===== src/rtl/crosshair_shot_ctrl.sv =====
// crosshair_shot_ctrl: clamps mouse position to a crosshair and turns debounced left clicks into rate-limited, ammo-limited shots
module crosshair_shot_ctrl #(
    parameter int SCREEN_W        = 640,
    parameter int SCREEN_H        = 480,
    parameter int COOLDOWN_CYCLES = 5000000,
    parameter int AMMO_MAX        = 3
) (
    input  logic        Clk,
    input  logic        Reset,
    input  logic [31:0] mousex,
    input  logic [31:0] mousey,
    input  logic [7:0]  mousebutton,
    input  logic        frame_sync,
    input  logic        round_start,
    input  logic        shot_ready,
    output logic [9:0]  cross_x,
    output logic [9:0]  cross_y,
    output logic        shot_valid,
    output logic [9:0]  shot_x,
    output logic [9:0]  shot_y,
    output logic [1:0]  ammo,
    output logic        dry_fire,
    output logic [7:0]  shots_fired
);
    localparam int CW = $clog2(COOLDOWN_CYCLES + 1);
    typedef enum logic [1:0] {ARMED, FIRE, COOLDOWN} state_t;
    state_t          state, state_n;
    logic [CW-1:0]   cnt, cnt_n;
    logic            s1, s2, s3, click, dry_n;
    logic [9:0]      cx_n, cy_n, sx_n, sy_n;
    logic [1:0]      ammo_n;
    logic [7:0]      sf_n;
    logic            btn_unused;
    assign btn_unused = ^mousebutton[7:1];
    assign click      = s2 & ~s3;
    assign shot_valid = (state == FIRE);
    assign cx_n = !frame_sync ? cross_x :
                  $signed(mousex) < 0 ? 10'd0 :
                  $signed(mousex) >= SCREEN_W ? 10'(SCREEN_W - 1) : mousex[9:0];
    assign cy_n = !frame_sync ? cross_y :
                  $signed(mousey) < 0 ? 10'd0 :
                  $signed(mousey) >= SCREEN_H ? 10'(SCREEN_H - 1) : mousey[9:0];
    always_comb begin
        state_n = state;
        cnt_n   = cnt;
        sx_n    = shot_x;
        sy_n    = shot_y;
        ammo_n  = round_start ? 2'(AMMO_MAX) : ammo;
        dry_n   = 1'b0;
        sf_n    = shots_fired;
        case (state)
            ARMED: begin
                if (click && ammo_n != 2'd0) begin
                    state_n = FIRE;
                    sx_n    = cross_x;
                    sy_n    = cross_y;
                    ammo_n  = ammo_n - 2'd1;
                end else if (click) begin
                    dry_n = 1'b1;
                end
            end
            FIRE: begin
                if (shot_ready) begin
                    state_n = COOLDOWN;
                    cnt_n   = CW'(COOLDOWN_CYCLES - 1);
                    sf_n    = shots_fired == 8'hff ? shots_fired : shots_fired + 8'd1;
                end
            end
            COOLDOWN: begin
                if (cnt == '0) state_n = ARMED;
                else cnt_n = cnt - CW'(1);
            end
            default: state_n = ARMED;
        endcase
    end
    always_ff @(posedge Clk) begin
        if (Reset) begin
            state       <= ARMED;
            cnt         <= '0;
            cross_x     <= 10'(SCREEN_W / 2);
            cross_y     <= 10'(SCREEN_H / 2);
            shot_x      <= 10'd0;
            shot_y      <= 10'd0;
            ammo        <= 2'(AMMO_MAX);
            dry_fire    <= 1'b0;
            shots_fired <= 8'd0;
            s1          <= 1'b0;
            s2          <= 1'b0;
            s3          <= 1'b0;
        end else begin
            state       <= state_n;
            cnt         <= cnt_n;
            cross_x     <= cx_n;
            cross_y     <= cy_n;
            shot_x      <= sx_n;
            shot_y      <= sy_n;
            ammo        <= ammo_n;
            dry_fire    <= dry_n;
            shots_fired <= sf_n;
            s1          <= mousebutton[0];
            s2          <= s1;
            s3          <= s2;
        end
    end
endmodule


===== config.mk =====
export PLATFORM = sky130hd
export DESIGN_NAME = crosshair_shot_ctrl
export DESIGN_NICKNAME = d
export VERILOG_FILES = /design/src/rtl/crosshair_shot_ctrl.sv
export SDC_FILE = /design/constraint.sdc
export NUM_CORES = 1
export LEC_CHECK = 0
export ABC_AREA = 1
export BUFFER_PORTS_ARGS = -buffer_cell sky130_fd_sc_hd__buf_2
export CORE_MARGIN = 4
export CORE_UTILIZATION = 30
export CTS_CLUSTER_DIAMETER = 120
export DETAILED_ROUTE_END_ITERATION = 6
export GPL_ROUTABILITY_DRIVEN = 1
export MAX_ROUTING_LAYER = met4
export PLACE_DENSITY = 0.55
export SETUP_SLACK_MARGIN = 0.1
export SYNTH_ARGS = -nofsm -noshare
export SYNTH_HDL_FRONTEND = slang
export SYNTH_SLANG_ARGS = --single-unit

===== constraint.sdc =====
create_clock -name Clk -period 1.5 [get_ports Clk]
set_clock_uncertainty 0.1 [all_clocks]
set_input_delay 0.15 -clock Clk [delete_from_list [all_inputs] [get_ports Clk]]
set_output_delay 0.15 -clock Clk [all_outputs]
set_load 0.005 [all_outputs]

==> results of run 1 <==
[how the worst max path moves through the flow]
stage                        from      end  slack (ps)  cells past startpoint
after floorplan            cnt[8]   cnt[5]         100                      9
after global placement    cnt[18]  cnt[17]         -60                     10
final                     cnt[18]   cnt[1]         -90                     10
after global routing      cnt[16]  cnt[12]        -160                     10
after detailed placement  cnt[14]  cnt[17]         -50                     10
after CTS                  cnt[0]  cnt[16]         -30                     10
[sequential cells by signal, summed over array words and instances (netlist names), 2 cells and up]
| signal | cells |
|---|---|
| cnt | 23 |
| cross_x | 10 |
| cross_y | 10 |
| shot_x | 10 |
| shot_y | 10 |
| shots_fired | 8 |
| ammo | 2 |
| state | 2 |
[area by class of cell]
class / count / area share (%)
inverter: 55 / 3.557
sequential: 79 / 24.59
timing repair inverter: 1 / 0.1339
clock inverter: 5 / 1.262
tap: 172 / 3.289
timing repair buffer: 216 / 23.41
clock buffer: 10 / 3.653
multi-input combinational: 443 / 40.10
[worst min-delay path: stages]
cell     delay [ps]
buf_2            90
inv_1            30
nand2_1          50
nand2_1          50
nand2_1          50
[cells by family after synthesis]
| kind of cell | count (synthesis) | share of synthesized area (%) |
|---|---|---|
| flops | 79 | 40.93 |
| simple gates | 347 | 36.79 |
| buf+inv | 75 | 7.934 |
| fa+ha+maj | 4 | 1.295 |
| xor+xnor | 8 | 1.814 |
| compound gates | 83 | 11.24 |
[metal layers]
layer / up-vias / routed length, um / GRT usage [%]
met5: - / 0 / -
met4: 0 / 164 / 4.832
met3: 13 / 453 / 2.984
met2: 72 / 6943 / 30.54
met1: 2153 / 5469 / 20.89
li1: 2300 / - / -
[synthesized netlist by cell type (all sizes together)]
library cell,instances
ha,4
nand4,9
or2,3
clkinv,1
xnor2,2
nor2,137
and3,1
xor2,6
o31ai,1
nand2,162
nand3,28
inv,54
nor3,3
buf,8
dfxtp,79
nand3b,4
a21oi,50
o21bai,2
o21ai,30
clkbuf,12
[power by group through the flow]
stage	Combinational (mW)	Clock, mW	Sequential [mW]
after CTS	1.17	2.43	2.26
final	1.36	2.36	2.27
after detailed placement	1.02	0	2.28
after floorplan	0.571	0	2.29
after global routing	1.51	2.51	2.28
after global placement	1.01	0	2.28
[what timing repair did]
| item | CTS | global route |
|---|---|---|
| setup endpoints to repair | 53 | 65 |
| gates resized for setup | 97 | 127 |
| pin swaps | 44 | 58 |
| buffers inserted | 13 | 7 |
| hold buffers | 7 | 0 |
| cloned | 3 | 4 |
| hold endpoints to repair | 7 | 0 |
[per-stage QoR]
step / TNS (ps) / hold WS, ps / worst slack, ps
2_1_floorplan: 0 / 157.0 / 100.3
3_3_place_gp: -188.8 / 266.7 / -60.31
3_5_place_dp: -664.1 / 271.7 / -50.79
4_1_cts: -94.02 / 3.506 / -30.83
5_1_grt: -2966 / 45.45 / -161.3
6_report: -1206 / 14.94 / -90.13
==> reports/qor.yml, run 1 <==
outcome:
  status: "finished with violations"
  violations: "setup timing"
synth:
  yosysSeqAreaShare_pct: 40.93
  synth_top_area_share_pct: 40.93
  postSynthCellCount: 596
  synth_cell_types: 29
  yosys.area.top_type: "dfxtp_1"
  ys_warn_count: 0
  syn-num-nets: 677
  synth_area_per_cell_sq_um: 6.483
  synth.area.top_cells: "dfxtp_1 41%, nand2_1 15%, nor2_1 13%"
  synth_seq_cells: 79
  syn_area_sq_mm: 0.003864
timing:
  final.setup.worst_slack_ps: -90.13
  fin_crit_sh_pct: 106.0
  worst_pin_slew_ps: 260.9
  hold_viol_final: 0
  min_period_ps: 1590
  max-slew-margin-rel_pct: 82.47
  setup-violations-final: 22
  rsz0062_at_grt: "yes"
  fmax_mhz: 628.9
  slew_violations: 0
drt:
  vias: 4538
  detail_route.first_pass.iterations: 5
  wl_um: 13030
  wire_per_inst_um: 13.28
  antenna_left: 0
  drtIter0Drc: 168
  vias_per_cell: 4.626
  route.detailed.drc: 0
power_and_ir_drop:
  p_switching_mw: 1.641
  combPwrFrac_pct: 22.7
  total_power_mw: 5.990
  clkPwrFrac_pct: 39.5
  switching_share_pct: 27.40
  ir_drop_v: 0.0006449
  seqPwrFrac_pct: 37.9
  p_int_mw: 4.349
  p_leak_nw: 3.089
  p_per_area_mw_per_mm2: 915.6
setup_path:
  critical_path_arrival_ps: 1760
  rrSetupSlack_ps: -90
  max_stage_delay_ps: 330
  cp-end-kind: "flop"
  path_cells: "nor2_4, nand2_1, nor2_2, nand3_2, nand2_4, nand2_8, buf_12, nand3_2, nand2_1, a21oi_1"
  critical_path.max_fanout: 7
  critPathKind: "reg2reg"
  crit_required_ps: 1670
  rr_endpoint: "cnt[1]"
  r2r-start: "cnt[18]"
  slowest_stage: "dfxtp_2"
  crit_buf_inv: 1
  crit_family: "simple AND/OR/NAND/NOR gates"
  startpoint_type: "flop"
  reg2reg_depth: 10
final_layout:
  multi_input_area_sq_mm: 0.002624
  regArea_sq_mm: 0.001609
  layout_commonest_cell: "nand2_1"
  final_nets: 886
  final_cell_mix: "134 x nand2_1, 121 x buf_2, 77 x nor2_1"
  drive_above_1_share_pct: 46.35
  fin_area_sq_mm: 0.006543
  post-route-util_pct: 51.84
  n_antenna_cell: 0
  syn_to_final_growth_pct: 69.33
  final_cells: 981
  fillCellCount: 1247
clocking:
  max-clock-path-buffers: 2
  numCtsBuffers: 9
  htree_num_levels: 3
  cts_sinks: 79
  cts_tree: "yes"
  cts.clk_slew.worst_paths_ps: 60
  clockRootBuffer: "clkbuf_16"
  clk_latency_ps: 340
die:
  io_pins: 129
  die_w_um: 121.5
  rows: 41
  die_h_um: 121.5
  core-area_sq_mm: 0.01262
  die_area_sq_mm: 0.01476
  start_util_pct: 30.62
job:
  max_cap_viol_count: 0
worst_hold_path:
  hold_depth: 5
  whs_endpoint: "cross_y[7]"
  min-delay-start: "mousey[7]"
  hp-class: "in2reg"
global_route:
  grt_pass1_vias: 4327
  grt_max_degree: 47
  antenna_found_initial: 0
  grt_pass1_wl_um: 20200
  grt_overflow: 0
  grt.total_usage_pct: 17.53
placement:
  place_congestion: 0.8588
  place_area_sq_mm: 0.005171
  dp_hpwl_um: 8450
  numPortBuffers: 121
  dp.cells: 933
(Power assumes the default switching activity.)
==> inputs of run 2 (changes only) <==
Settings changed: CELL_PAD_IN_SITES_DETAIL_PLACEMENT set to 1, CELL_PAD_IN_SITES_GLOBAL_PLACEMENT set to 1, PLACE_DENSITY 0.55 to 0.75, RECOVER_POWER set to 100.
==> reports/qor.yml, run 2 (synthesis gave the netlist of run 1 again) <==
outcome:
  status: "finished with violations"  # unchanged
  violations: "setup timing"  # unchanged
worst_hold_path:
  hp-class: "in2reg"  # unchanged
  min-delay-start: "mousey[6]"  # was mousey[7]
timing:
  fin_crit_sh_pct: 120.9  # was 106.0%
  rsz0062_at_grt: "yes"  # unchanged
  max-slew-margin-rel_pct: 61.98  # was 82.47%
  setup-violations-final: 50  # was 22
  final.setup.worst_slack_ps: -314.2  # was -90.13 ps
  min_period_ps: 1814  # was 1590 ps
  worst_pin_slew_ps: 569.1  # was 260.9 ps
  slew_violations: 0  # unchanged
  hold_viol_final: 0  # unchanged
  fmax_mhz: 551.2  # was 628.9 MHz
setup_path:
  critPathKind: "reg2reg"  # unchanged
  critPathCapture: "cnt[17]"  # was cnt[1]
  critical_path_arrival_ps: 1970  # was 1760 ps
  critical_path.max_fanout: 21  # was 7
  cp-end-kind: "flop"  # unchanged
  startpoint_type: "flop"  # unchanged
  r2r-start: "cnt[0]"  # was cnt[18]
  rrSetupSlack_ps: -310  # was -90 ps
  crit_required_ps: 1650  # was 1670 ps
  reg2reg_depth: 11  # was 10
  startpoint: "cnt[0]"  # was cnt[18]
  rr_endpoint: "cnt[17]"  # was cnt[1]
die:
  die_h_um: 121.5  # unchanged
  core-area_sq_mm: 0.01262  # unchanged
  io_pins: 129  # unchanged
  die_area_sq_mm: 0.01476  # unchanged
  rows: 41  # unchanged
  die_w_um: 121.5  # unchanged
  start_util_pct: 30.62  # unchanged
clocking:
  clk_latency_ps: 350  # was 340 ps
  cts_sinks: 79  # unchanged
  numCtsBuffers: 9  # unchanged
  clockRootBuffer: "clkbuf_16"  # unchanged
  max-clock-path-buffers: 2  # unchanged
  cts_tree: "yes"  # unchanged
  htree_num_levels: 3  # unchanged
  cts.clk_slew.worst_paths_ps: 70  # was 60 ps
final_layout:
  n_antenna_cell: 0  # unchanged
  regMostFlops: "cnt"  # unchanged
  multi_input_area_sq_mm: 0.002595  # was 0.002624 sq mm
  largest_reg_flops: 23  # unchanged
  syn_to_final_growth_pct: 69.37  # was 69.33%
  final_nets: 895  # was 886
  layout_commonest_cell: "nand2_1"  # unchanged
  final_cell_mix: "138 x nand2_1, 86 x buf_2, 77 x nor2_1"  # was 134 x nand2_1, 121 x buf_2, 77 x nor2_1
  final_cells: 991  # was 981
  drive_above_1_share_pct: 43.22  # was 46.35%
  fillCellCount: 1631  # was 1,247
  regArea_sq_mm: 0.001599  # was 0.001609 sq mm
  post-route-util_pct: 51.85  # was 51.84%
drt:
  antenna_left: 0  # unchanged
  drtIter0Drc: 306  # was 168
  wire_per_inst_um: 18.87  # was 13.28 um
  wl_um: 18700  # was 13,030 um
  vias_per_cell: 5.045  # was 4.626
  vias: 5000  # was 4,538
  route.detailed.drc: 0  # unchanged
  detail_route.first_pass.iterations: 7  # was 5
power_and_ir_drop:
  p_int_mw: 4.165  # was 4.349 mW
  seqPwrFrac_pct: 37.5  # was 37.9%
  p_per_area_mw_per_mm2: 931.0  # was 915.6 mW/mm^2
  p_switching_mw: 1.927  # was 1.641 mW
  p_leak_nw: 2.953  # was 3.089 nW
  clkPwrFrac_pct: 37.7  # was 39.5%
  ir_drop_v: 0.0005446  # was 0.0006449 V
  switching_share_pct: 31.63  # was 27.40%
  combPwrFrac_pct: 24.8  # was 22.7%
global_route:
  grt.total_usage_pct: 23.11  # was 17.53%
  grt_overflow: 0  # unchanged
  grt_max_degree: 47  # unchanged
  grt_pass1_vias: 5269  # was 4,327
  antenna_found_initial: 0  # unchanged
  grt_pass1_wl_um: 26310  # was 20,200 um
placement:
  dp_hpwl_um: 10380  # was 8450 um
  dp.cells: 939  # was 933
  place_congestion: 0.8890  # was 0.8588
  numPortBuffers: 121  # unchanged
job:
  max_cap_viol_count: 0  # unchanged
run 2: cell count changes in the layout (fill, tap and decap cells not counted), sizes merged:
cell          previous run  this run
bufinv                   2         1
clkinv                   2         1
clkinvlp                 4         3
buf                    207       184
inv                     53        57
dlygate4sd3              5         6
clkbuf                  12        46
dlymetal6s4s             2         0
o21bai                   3         2
run 2: metrics by stage:
stage / setup WS [ps] / hold slack (ps) / power [mW] / cell area (sq um) / TNS, ps
4_1_cts: -96.26 / 9.283 / 5.914 / 6290 / -1380
6_report: -314.2 / 11.85 / 6.093 / 6544 / -6012
2_1_floorplan: 100.3 / 157.0 / 2.862 / 3935 / 0
5_1_grt: -364.3 / 40.39 / 6.307 / 6544 / -8272
3_5_place_dp: -157.1 / 281.6 / 3.386 / 5216 / -2462
3_3_place_gp: -62.35 / 286.6 / 3.329 / 5216 / -307.9
run 2: worst min-delay path by stage:
stage | end | slack, ps | cells after the start
global route | cross_x[7] | 40 | 3
finish | cross_y[6] | 10 | 5
global placement | s1 | 290 | 3
detailed placement | s1 | 280 | 3
floorplan | s1 | 160 | 2
CTS | cross_y[6] | 9 | 5
run 2: layer usage:
layer | GRT usage, % | vias up | share of wire, %
li1 | - | 2315 | -
met2 | 43.01 | 182 | 54
met3 | 3.497 | 55 | 4.7
met1 | 24.82 | 2448 | 38
met4 | 8.053 | 0 | 3.3
met5 | - | - | 0
run 2: power groups by stage:
| stage | clock network [mW] | logic, mW | registers, mW |
|---|---|---|---|
| after detailed placement | 0 | 1.09 | 2.29 |
| after global placement | 0 | 1.04 | 2.29 |
| after floorplan | 0 | 0.571 | 2.29 |
| final | 2.30 | 1.51 | 2.28 |
| after global routing | 2.40 | 1.62 | 2.29 |
| after CTS | 2.31 | 1.34 | 2.26 |
run 2: final cells by class:
class                      count  share of cell area, %
multi-input combinational    442                  39.66
sequential                    79                  24.44
timing repair buffer         227                  24.36
inverter                      55                  3.614
clock buffer                   9                  3.442
tap                          172                  3.289
clock inverter                 7                  1.205
run 2: repair_timing:
action	4_1_cts	5_1_grt
hold endpoints to repair	6	0
gates cloned	6	0
buffers inserted	21	12
hold buffers	6	0
endpoints found under the setup margin	54	57
pin swaps	30	40
gates resized for setup	143	102
run 2: critical path, stage by stage (launching register included):
cell      delay, ps
dfxtp_2         360
inv_4            60
ha_4            160
nand2_2          70
nor2_2           50
nand3_1          80
nand2_2          90
nand2_4         160
clkinv_8        140
nor2_1          170
nor2_1           90
nor2_1          190
